### config.mk
export PLATFORM = sky130hd
export DESIGN_NAME = skid_pipe_reg
export DESIGN_NICKNAME = d
export VERILOG_FILES = /design/src/rtl/mips_ppl_pkg.sv /design/src/rtl/stage_entry.sv /design/src/rtl/skid_pipe_reg.sv
export SDC_FILE = /design/constraint.sdc
export NUM_CORES = 1
export LEC_CHECK = 0
export ABC_AREA = 0
export CAP_MARGIN = 30
export CORE_MARGIN = 4
export CORE_UTILIZATION = 60
export DETAILED_ROUTE_END_ITERATION = 10
export DONT_BUFFER_PORTS = 1
export GPL_TIMING_DRIVEN = 0
export PLACE_DENSITY = 0.78
export REMOVE_ABC_BUFFERS = 1
export SYNTH_ARGS = -nofsm -noshare
export SYNTH_HDL_FRONTEND = slang
export SYNTH_SLANG_ARGS = --single-unit
### constraint.sdc
create_clock -name clock -period 2.5 [get_ports clock]
set_clock_uncertainty 0.2 [all_clocks]
set_input_delay 0.25 -clock clock [delete_from_list [all_inputs] [get_ports clock]]
set_output_delay 0.25 -clock clock [all_outputs]
set_load 0.005 [all_outputs]
### src/rtl/mips_ppl_pkg.sv
// rtl/mips_ppl_pkg.sv - shared constants for the pipelined MIPS stage registers
// Purpose : NOP encoding used as the empty-stage value, default widths of the
//           four inter-stage registers, and the occupancy count type.
// Ports   : none (package)
package mips_ppl_pkg;

  // sll $0,$0,0 encodes as all zeros.
  localparam logic [31:0] NOP_WORD = 32'h0000_0000;

  // IF/ID: pc + instruction
  localparam int IFID_W  = 64;
  // ID/EX: pc, rs/rt values, sign-extended immediate, rd/rt indices, control
  localparam int IDEX_W  = 32 * 4 + 5 * 2 + 12;
  // EX/MEM: alu result, store data, write register, control
  localparam int EXMEM_W = 32 * 2 + 5 + 6;
  // MEM/WB: load data, alu result, write register, control
  localparam int MEMWB_W = 32 * 2 + 5 + 2;

  typedef logic [1:0] occ_t;

endpackage

### src/rtl/stage_entry.sv
// rtl/stage_entry.sv - one pipeline entry: data register plus valid bit
// Purpose : holds a single payload; clear empties it and parks the data at
//           NOP_VALUE so an empty stage always presents a bubble.
// Ports   : clock, reset (async, active-low)
//           i_load  - capture i_data and mark valid
//           i_clear - empty the entry (wins over i_load)
//           i_data  - payload to capture
//           o_valid - entry holds a real payload
//           o_data  - held payload, NOP_VALUE when empty
module stage_entry #(
  parameter int              bREG      = 32,
  parameter logic [bREG-1:0] NOP_VALUE = '0
) (
  input  logic            clock,
  input  logic            reset,
  input  logic            i_load,
  input  logic            i_clear,
  input  logic [bREG-1:0] i_data,
  output logic            o_valid,
  output logic [bREG-1:0] o_data
);

  logic            r_valid;
  logic [bREG-1:0] r_data;

  always_ff @(posedge clock or negedge reset) begin
    if (!reset) begin
      r_valid <= 1'b0;
      r_data  <= NOP_VALUE;
    end else if (i_clear) begin
      r_valid <= 1'b0;
      r_data  <= NOP_VALUE;
    end else if (i_load) begin
      r_valid <= 1'b1;
      r_data  <= i_data;
    end
  end

  assign o_valid = r_valid;
  assign o_data  = r_data;

endmodule

### src/rtl/skid_pipe_reg.sv
// rtl/skid_pipe_reg.sv - valid/ready pipeline stage with 2-entry skid buffer
// Purpose : inter-stage register with full throughput, registered in_ready,
//           synchronous flush and NOP output when empty.
// Ports   : clock, reset (async, active-low)
//           flush               - drop both entries, refuse input this cycle
//           in_valid/in_data    - upstream payload
//           in_ready            - stage accepts in_data this cycle
//           out_valid/out_data  - head entry (NOP_VALUE when empty)
//           out_ready           - downstream consumes head this cycle
//           occupancy           - entries held (0..2)
module skid_pipe_reg
  import mips_ppl_pkg::*;
#(
  parameter int              bREG      = 32,
  parameter logic [bREG-1:0] NOP_VALUE = bREG'(NOP_WORD)
) (
  input  logic            clock,
  input  logic            reset,
  input  logic            flush,
  input  logic            in_valid,
  input  logic [bREG-1:0] in_data,
  output logic            in_ready,
  output logic            out_valid,
  output logic [bREG-1:0] out_data,
  input  logic            out_ready,
  output occ_t            occupancy
);

  logic            w_main_valid;
  logic [bREG-1:0] w_main_data;
  logic            w_skid_valid;
  logic [bREG-1:0] w_skid_data;

  logic            w_in_fire;
  logic            w_out_fire;
  logic            w_main_load;
  logic            w_main_clear;
  logic [bREG-1:0] w_main_next;
  logic            w_skid_load;
  logic            w_skid_clear;

  // in_ready comes straight off the skid flop; flush is the only
  // combinational input, so back-pressure never chains across stages.
  assign in_ready   = !w_skid_valid && !flush;
  assign w_in_fire  = in_valid && in_ready;
  assign w_out_fire = w_main_valid && out_ready;

  always_comb begin
    w_main_load  = 1'b0;
    w_main_clear = 1'b0;
    w_main_next  = in_data;
    w_skid_load  = 1'b0;
    w_skid_clear = 1'b0;
    if (flush) begin
      w_main_clear = 1'b1;
      w_skid_clear = 1'b1;
    end else if (!w_main_valid) begin
      w_main_load = w_in_fire;
    end else if (!w_skid_valid) begin
      if (w_out_fire) begin
        // head leaves: either replace it or fall back to a bubble
        w_main_load  = w_in_fire;
        w_main_clear = !w_in_fire;
      end else begin
        w_skid_load = w_in_fire;
      end
    end else if (w_out_fire) begin
      // skid is older than anything upstream, so it becomes the head
      w_main_load  = 1'b1;
      w_main_next  = w_skid_data;
      w_skid_clear = 1'b1;
    end
  end

  stage_entry #(.bREG(bREG), .NOP_VALUE(NOP_VALUE)) u_main (
    .clock   (clock),
    .reset   (reset),
    .i_load  (w_main_load),
    .i_clear (w_main_clear),
    .i_data  (w_main_next),
    .o_valid (w_main_valid),
    .o_data  (w_main_data)
  );

  stage_entry #(.bREG(bREG), .NOP_VALUE(NOP_VALUE)) u_skid (
    .clock   (clock),
    .reset   (reset),
    .i_load  (w_skid_load),
    .i_clear (w_skid_clear),
    .i_data  (in_data),
    .o_valid (w_skid_valid),
    .o_data  (w_skid_data)
  );

  assign out_valid = w_main_valid;
  assign out_data  = w_main_data;
  // Both terms are flops, so occupancy changes only with the entries.
  assign occupancy = {1'b0, w_main_valid} + {1'b0, w_skid_valid};

endmodule

==> results.rst, run 1 <==
.. list-table::
   :header-rows: 1

   * - Metric
     - Value
   * - Status
     - finished, final reports clean
   * - #FFs+latches synth
     - 66
   * - Standard cell area after detailed placement
     - slightly below 0.003 mm2
   * - Relative max-transition margin
     - 0.446
   * - Global-route wire length before repair
     - 11,000 um
   * - Unrepaired setup endpoints after global routing
     - no
   * - Count of placed standard cells in the final layout, fillers left out
     - 292
   * - Fraction of power spent switching nets
     - 0.243
   * - Total gr overflow
     - 0
   * - CTS Buffer Depth
     - 2
   * - Total number of placement rows
     - 24
   * - Post-layout min period
     - approximately 2100 ps
   * - Mapped cell area
     - around 0.0029 mm2
   * - IO buf count
     - 0
   * - Gate count after technology mapping
     - 202
   * - Power share of the combinational group
     - 0.105
   * - Net switching power
     - about 0.00054 W
   * - Clock sink count
     - 66
   * - Critical path data arrival time
     - 2140 ps
   * - Post-placement cell count
     - 238
   * - Count of distinct cell types in the synthesized netlist
     - 23
   * - Kind of end point of the critical path
     - flop
   * - CTS HTree Levels
     - 3
   * - Total die area
     - 0.00592 mm2
   * - Transition at the pin with the smallest max-transition slack
     - 831 ps
   * - Startpoint type of the worst setup path
     - flop
   * - Register share of total power
     - 0.528
   * - Final worst-path cycle share
     - 0.850
   * - FILL cells
     - ~260
   * - Average vias per placed instance
     - 6.95
   * - Reported leakage power
     - 1.74 nW
   * - Worst hold path class
     - in -> async
   * - Final net count
     - 273
   * - Wire length reported by the detailed router
     - 6640 um
   * - Share of layout cells above drive strength 1
     - 0.100
   * - F_max
     - 470 MHz
   * - Proportion of synthesized chip area in sequential cells
     - 0.579
   * - Gp weighted congestion
     - 0.731
   * - Fin util
     - 0.779
   * - Clock network fraction of design power
     - 0.367
   * - Clock-pin slew of the registers on the worst-case setup and hold paths
     - 70 ps
   * - Kind of critical path
     - reg -> reg
   * - Largest incremental delay on the critical path
     - 580 ps
   * - Count of vias placed by the detailed router
     - around 2,000
   * - Max-cap violation count
     - 0
   * - Area of the core
     - 0.00447 mm2
   * - Critical path, cell by cell
     - nand4b_2, buf_12, mux2i_1, o2bb2ai_1
   * - Number of clock buffers inserted by TritonCTS
     - 9
   * - Largest net degree at the start of global routing
     - 67
   * - Root buffer cell
     - clkbuf_8
   * - Number of antenna violations at the first check in global routing
     - 0
   * - Antenna fix cells
     - 0
   * - Slew Viols, Final
     - 0
   * - Number of global-route vias before repair
     - 2,068
   * - TritonCTS clock tree
     - built
   * - Count of buffering cells on the critical path with inverters included
     - 1
   * - Cell internal pwr
     - approximately 0.0017 W
   * - Die X-Extent
     - 77.0 um
   * - Area growth, synth to finish
     - 22.2%
   * - Yosys warning count
     - 0
   * - Family with the most delay on the worst path
     - flip-flops
   * - Post-route cell area
     - 0.00349 mm2
   * - Master of the slowest instance on the critical path
     - dfrtp_1
   * - Count of endpoints failing setup in the final report
     - 0
   * - Reg area
     - 0.00165 mm2
   * - Cell Pwr Density
     - about 640 mW/mm2
   * - DR pass1 iterations
     - 4
   * - Total count of hold-check failures in the final report
     - 0
   * - I/O pin count
     - 73
   * - Post-Synthesis Mean Instance Area
     - roughly 14 um2
   * - DR DRC count
     - 0
   * - Multi-input combinational cell area
     - 0.00105 mm2
   * - Worst Hold Slack
     - between 200 and 300 ps
   * - Overall fraction of global-route tracks in use
     - 0.238
   * - Clock latency reported for the late side of the worst-skew pair
     - approximately 330 ps
   * - WL/cell
     - 22.7 um
   * - Detail Placement HPWL
     - between 4000 and 5000 um
   * - Count of instances resized after the clock tree is built
     - 0
   * - Die Height
     - roughly 77 um
   * - Starting DRC count in detailed routing
     - 151
   * - Starting density of the core
     - 0.638
   * - Remaining antenna violation count
     - 0
   * - Req. time, crit path
     - 2510 ps
   * - Critical-path maximum fanout
     - 20
   * - Peak VDD IR
     - 0.000430 V
placed cells by master, fill, tap and decap left out, drive strengths merged:
cell type / Yosys / final
o221ai: 1 / 1
nor3: 1 / 1
and2: 2 / 2
inv: 2 / 2
clkbuf: 3 / 15
a21oi: 3 / 3
dfrtp: 66 / 66
nand2b: 1 / 1
o21ai: 2 / 2
clkinvlp: 0 / 1
nor2: 2 / 2
nor3b: 1 / 1
and3: 1 / 1
ha: 1 / 1
o2bb2ai: 32 / 32
a32o: 32 / 32
mux2i: 32 / 32
dlygate4sd3: 0 / 37
nand4b: 1 / 1
o21a: 1 / 1
buf: 18 / 6
timing repair:
| item | in CTS | in global routing |
|---|---|---|
| hold buffers | 38 | 0 |
| setup endpoints to repair | 0 | 0 |
| hold endpoints to repair | 132 | 0 |
| buffers inserted | 0 | 0 |
power groups by stage:
stage / registers [W] / clock network, W / logic, W
global placement: 0.00119 / 0 / 0.000118
CTS: 0.00117 / 0.000835 / 0.000231
global route: 0.00118 / 0.000895 / 0.000254
floorplan: 0.00117 / 0 / 0.0000972
detailed placement: 0.00119 / 0 / 0.000150
finish: 0.00117 / 0.000812 / 0.000232
layout make-up:
cell class | instances | area share
inverter | 2 | 0.00215
timing repair buffer | 43 | 0.151
tap | 52 | 0.0187
clock inverter | 1 | 0.00215
multi-input combinational | 113 | 0.301
clock buffer | 15 | 0.0506
sequential | 66 | 0.474
routing by layer:
layer  routed length [um]  global-route usage
met5                    0                   0
met4                   99              0.0833
met3                  465              0.0691
met2                 3270               0.378
met1                 2800               0.312
synth_stat cells:
cell,instances,area [um2]
o21a_1,1,7.51
nor3b_2,1,12.5
and3_1,1,6.26
nor2_1,2,7.51
mux2i_1,32,320
buf_4,2,15.0
buf_2,10,50.1
nand2b_1,1,6.26
o221ai_2,1,15.0
a21oi_1,3,15.0
clkbuf_1,3,11.3
inv_2,1,3.75
o2bb2ai_1,32,280
nand4b_2,1,15.0
a32o_1,32,320
o21ai_2,1,8.76
o21ai_0,1,5.00
inv_1,1,3.75
and2_1,2,12.5
buf_6,6,67.6
dfrtp_1,66,1650
nor3_1,1,5.00
ha_1,1,12.5
final timing paths:
path / from / endpoint / slack, ps / cells after the start
worst max-delay path: u_main.o_valid$_DFFE_PN0P_ / u_main.o_data[30]$_DFFE_PN0P_ / 370 / 4
worst min-delay path: reset / u_main.o_data[12]$_DFFE_PN0P_ / 270 / 2
worst max register to register: u_main.o_valid$_DFFE_PN0P_ / u_main.o_data[30]$_DFFE_PN0P_ / 370 / 4
worst min register to register: u_main.o_data[11]$_DFFE_PN0P_ / u_main.o_data[11]$_DFFE_PN0P_ / 320 / 1
max in group asynchronous: reset / u_skid.o_data[6]$_DFFE_PN0P_ / 1580 / 2
min in group clock: flush / u_skid.o_data[12]$_DFFE_PN0P_ / 300 / 2
metrics by stage:
step	power [W]	setup TNS, ps	setup WS [ps]
3_3_place_gp	0.00130	-2490	-88.7
2_1_floorplan	0.00127	0	317
6_report	0.00222	0	374
4_1_cts	0.00224	0	374
5_1_grt	0.00233	0	224
3_5_place_dp	0.00134	0	396
logic make-up (layout without fill, tap and decap cells):
| family | after synthesis | in the layout | synth area share |
|---|---|---|---|
| compound gates | 71 | 71 | 0.229 |
| flops | 66 | 66 | 0.579 |
| mux | 32 | 32 | 0.112 |
| buf+inv | 23 | 61 | 0.0531 |
| simple gates | 9 | 9 | 0.0228 |
| fa+ha+maj | 1 | 1 | 0.00439 |
registers in the layout, indices dropped and copies added, names as in the netlist:
signal	cells
u_main.o_data	32
u_skid.o_valid	1
u_skid.o_data	32
u_main.o_valid	1
No activity file was read; power rests on OpenSTA's default activity.
==> run 2: changes to the inputs <==
--- a/config.mk
+++ b/config.mk
@@ -7,7 +7,7 @@
 export LEC_CHECK = 0
 export ABC_AREA = 0
 export CAP_MARGIN = 30
-export CORE_MARGIN = 4
+export CORE_MARGIN = 2
 export CORE_UTILIZATION = 60
 export DETAILED_ROUTE_END_ITERATION = 10
 export DONT_BUFFER_PORTS = 1
==> constraint.sdc (replaced) <==
create_clock -name clock -period 2.31 [get_ports clock]
set_clock_uncertainty 0.2 [all_clocks]
set_input_delay 0.231 -clock clock [delete_from_list [all_inputs] [get_ports clock]]
set_output_delay 0.231 -clock clock [all_outputs]
set_load 0.005 [all_outputs]
==> results.rst, run 2 (same netlist as run 1, synthesis figures left out) <==
.. list-table::
   :header-rows: 1

   * - Metric
     - Value
   * - Total die area
     - 0.00532 mm2
   * - Kind of critical path
     - reg -> reg
   * - Total number of placement rows
     - 25
   * - Starting DRC count in detailed routing
     - 171
   * - Slack of the worst reg-to-reg path
     - 190 ps
   * - Relative max-transition margin
     - 0.545
   * - Number of antenna violations at the first check in global routing
     - 0
   * - Critical path data arrival time
     - 2150 ps
   * - Number of setup buffers added after CTS
     - 0
   * - Peak VDD IR
     - 0.000453 V
   * - FILL cells
     - 286
   * - Multi-input combinational cell area
     - about 0.0011 mm2
   * - WL/cell
     - 22.6 um
   * - Antenna fix cells
     - 0
   * - Total count of hold-check failures in the final report
     - 0
   * - Gp weighted congestion
     - roughly 0.75
   * - Worst hold path class
     - in -> reg
   * - Detail Placement HPWL
     - 3870 um
   * - Startpoint type of the worst setup path
     - flop
   * - Share of layout cells above drive strength 1
     - 0.104
   * - Number of clock buffers inserted by TritonCTS
     - 9
   * - Root buffer cell
     - clkbuf_8
   * - Most common library cell in the layout ignoring fill and taps
     - dfrtp_1
   * - Clock latency reported for the late side of the worst-skew pair
     - about 320 ps
   * - Start of the worst register-to-register path
     - u_main.o_valid$_DFFE_PN0P_
   * - Die X-Extent
     - 73.0 um
   * - Fin util
     - 0.751
   * - Crit path to
     - u_main.o_data[31]$_DFFE_PN0P_
   * - Cell Pwr Density
     - 683 mW/mm2
   * - Area of the core
     - 0.00466 mm2
   * - Remaining antenna violation count
     - 0
   * - Die Height
     - 73.0 um
   * - Final worst-path cycle share
     - 0.916
   * - CTS HTree Levels
     - 3
   * - Post-layout min period
     - 2120 ps
   * - Average vias per placed instance
     - 6.83
   * - Status
     - finished, final reports clean
   * - Transition at the pin with the smallest max-transition slack
     - 682 ps
   * - Unrepaired setup endpoints after global routing
     - no
   * - Kind of end point of the critical path
     - flop
   * - Count of placed standard cells in the final layout, fillers left out
     - 294
   * - DR pass1 iterations
     - 4
   * - Critical-path maximum fanout
     - 19
   * - Final net count
     - between 200 and 300
   * - Post-placement cell count
     - 240
   * - Summed negative setup slack over all endpoints
     - 0 ps
   * - F_max
     - 473 MHz
   * - Largest net degree at the start of global routing
     - 67
   * - CTS Buffer Depth
     - 2
   * - Commonest cells after routing, fill and taps aside
     - dfrtp_1 (66), dlygate4sd3_1 (37), a32o_1 (32), mux2i_1 (32), o2bb2ai_1 (32)
   * - Count of vias placed by the detailed router
     - between 2,000 and 2,500
   * - DR DRC count
     - 0
   * - Count of endpoints failing setup in the final report
     - 0
   * - End of the worst register-to-register path
     - u_main.o_data[31]$_DFFE_PN0P_
   * - Worst-case reg-to-reg path depth
     - 4
   * - IO buf count
     - 0
   * - Global-route wire length before repair
     - ~11,000 um
   * - Clock-pin slew of the registers on the worst-case setup and hold paths
     - 70 ps
   * - Wire length reported by the detailed router
     - 6660 um
   * - Req. time, crit path
     - 2340 ps
   * - Max-cap violation count
     - 0
   * - Number of global-route vias before repair
     - around 2,100
   * - Starting density of the core
     - 0.612
   * - Reg area
     - 0.00165 mm2
   * - I/O pin count
     - 73
   * - Slew Viols, Final
     - 0
   * - Total gr overflow
     - 0
   * - Area growth, synth to finish
     - 22.6%
   * - Overall fraction of global-route tracks in use
     - 0.270
   * - Worst setup startpoint
     - u_main.o_valid$_DFFE_PN0P_
   * - Reported leakage power
     - 1.76 nW
   * - TritonCTS clock tree
     - built
   * - Clock sink count
     - 66
==> run 2: report_power, final <==
part	total (W)	switching [W]	internal, W
Clock	0.000870	0.000395	0.000475
Combinational	0.000251	0.000132	0.000119
Sequential	0.00127	0.0000543	0.00121
Total	0.00239	0.000581	0.00181
==> run 2: worst max-delay path: stages, from the launching register on <==
cell	delay, ps
dfrtp_1	610
nand4b_4	510
buf_16	350
mux2i_1	140
o2bb2ai_1	210
==> run 2: stage by stage <==
stage	worst slack, ps	total power [W]	hold WS (ps)	area [um2]
after floorplan	127	0.00138	-265	2710
after detailed placement	-129	0.00144	-263	2900
after global placement	-259	0.00141	-263	2780
after CTS	61.1	0.00240	206	3490
final	195	0.00239	201	3500
after global routing	67.5	0.00249	223	3500
==> run 2: worst min path at each step <==
stage             start                            end  cells after the start
2_1_floorplan     reset   u_main.o_data[0]$_DFFE_PN0P_                      0
3_3_place_gp      reset  u_main.o_data[29]$_DFFE_PN0P_                      0
3_5_place_dp      reset  u_main.o_data[29]$_DFFE_PN0P_                      0
4_1_cts           flush  u_main.o_data[29]$_DFFE_PN0P_                      3
5_1_grt        in_valid   u_main.o_data[7]$_DFFE_PN0P_                      2
6_report       in_valid  u_main.o_data[29]$_DFFE_PN0P_                      2
==> run 2: repair_timing <==
item,CTS,global route
hold buffers,38,0
endpoints found under the setup margin,14,14
hold endpoints to repair,132,0
gates resized for setup,1,1
==> run 2: metal layers <==
layer	track usage	wire length [um]
met4	0.126	173
met3	0.0594	441
met1	0.345	2700
met5	0	0
met2	0.441	3350
==> run 2: cell type report <==
type,count,share of cell area
flip-flops and latches,66,0.472
multi-input cells,113,0.306
repair buffers,43,0.148
clock buffers,14,0.0494
well taps,54,0.0193
clock inverters,2,0.00286
inverters,2,0.00215
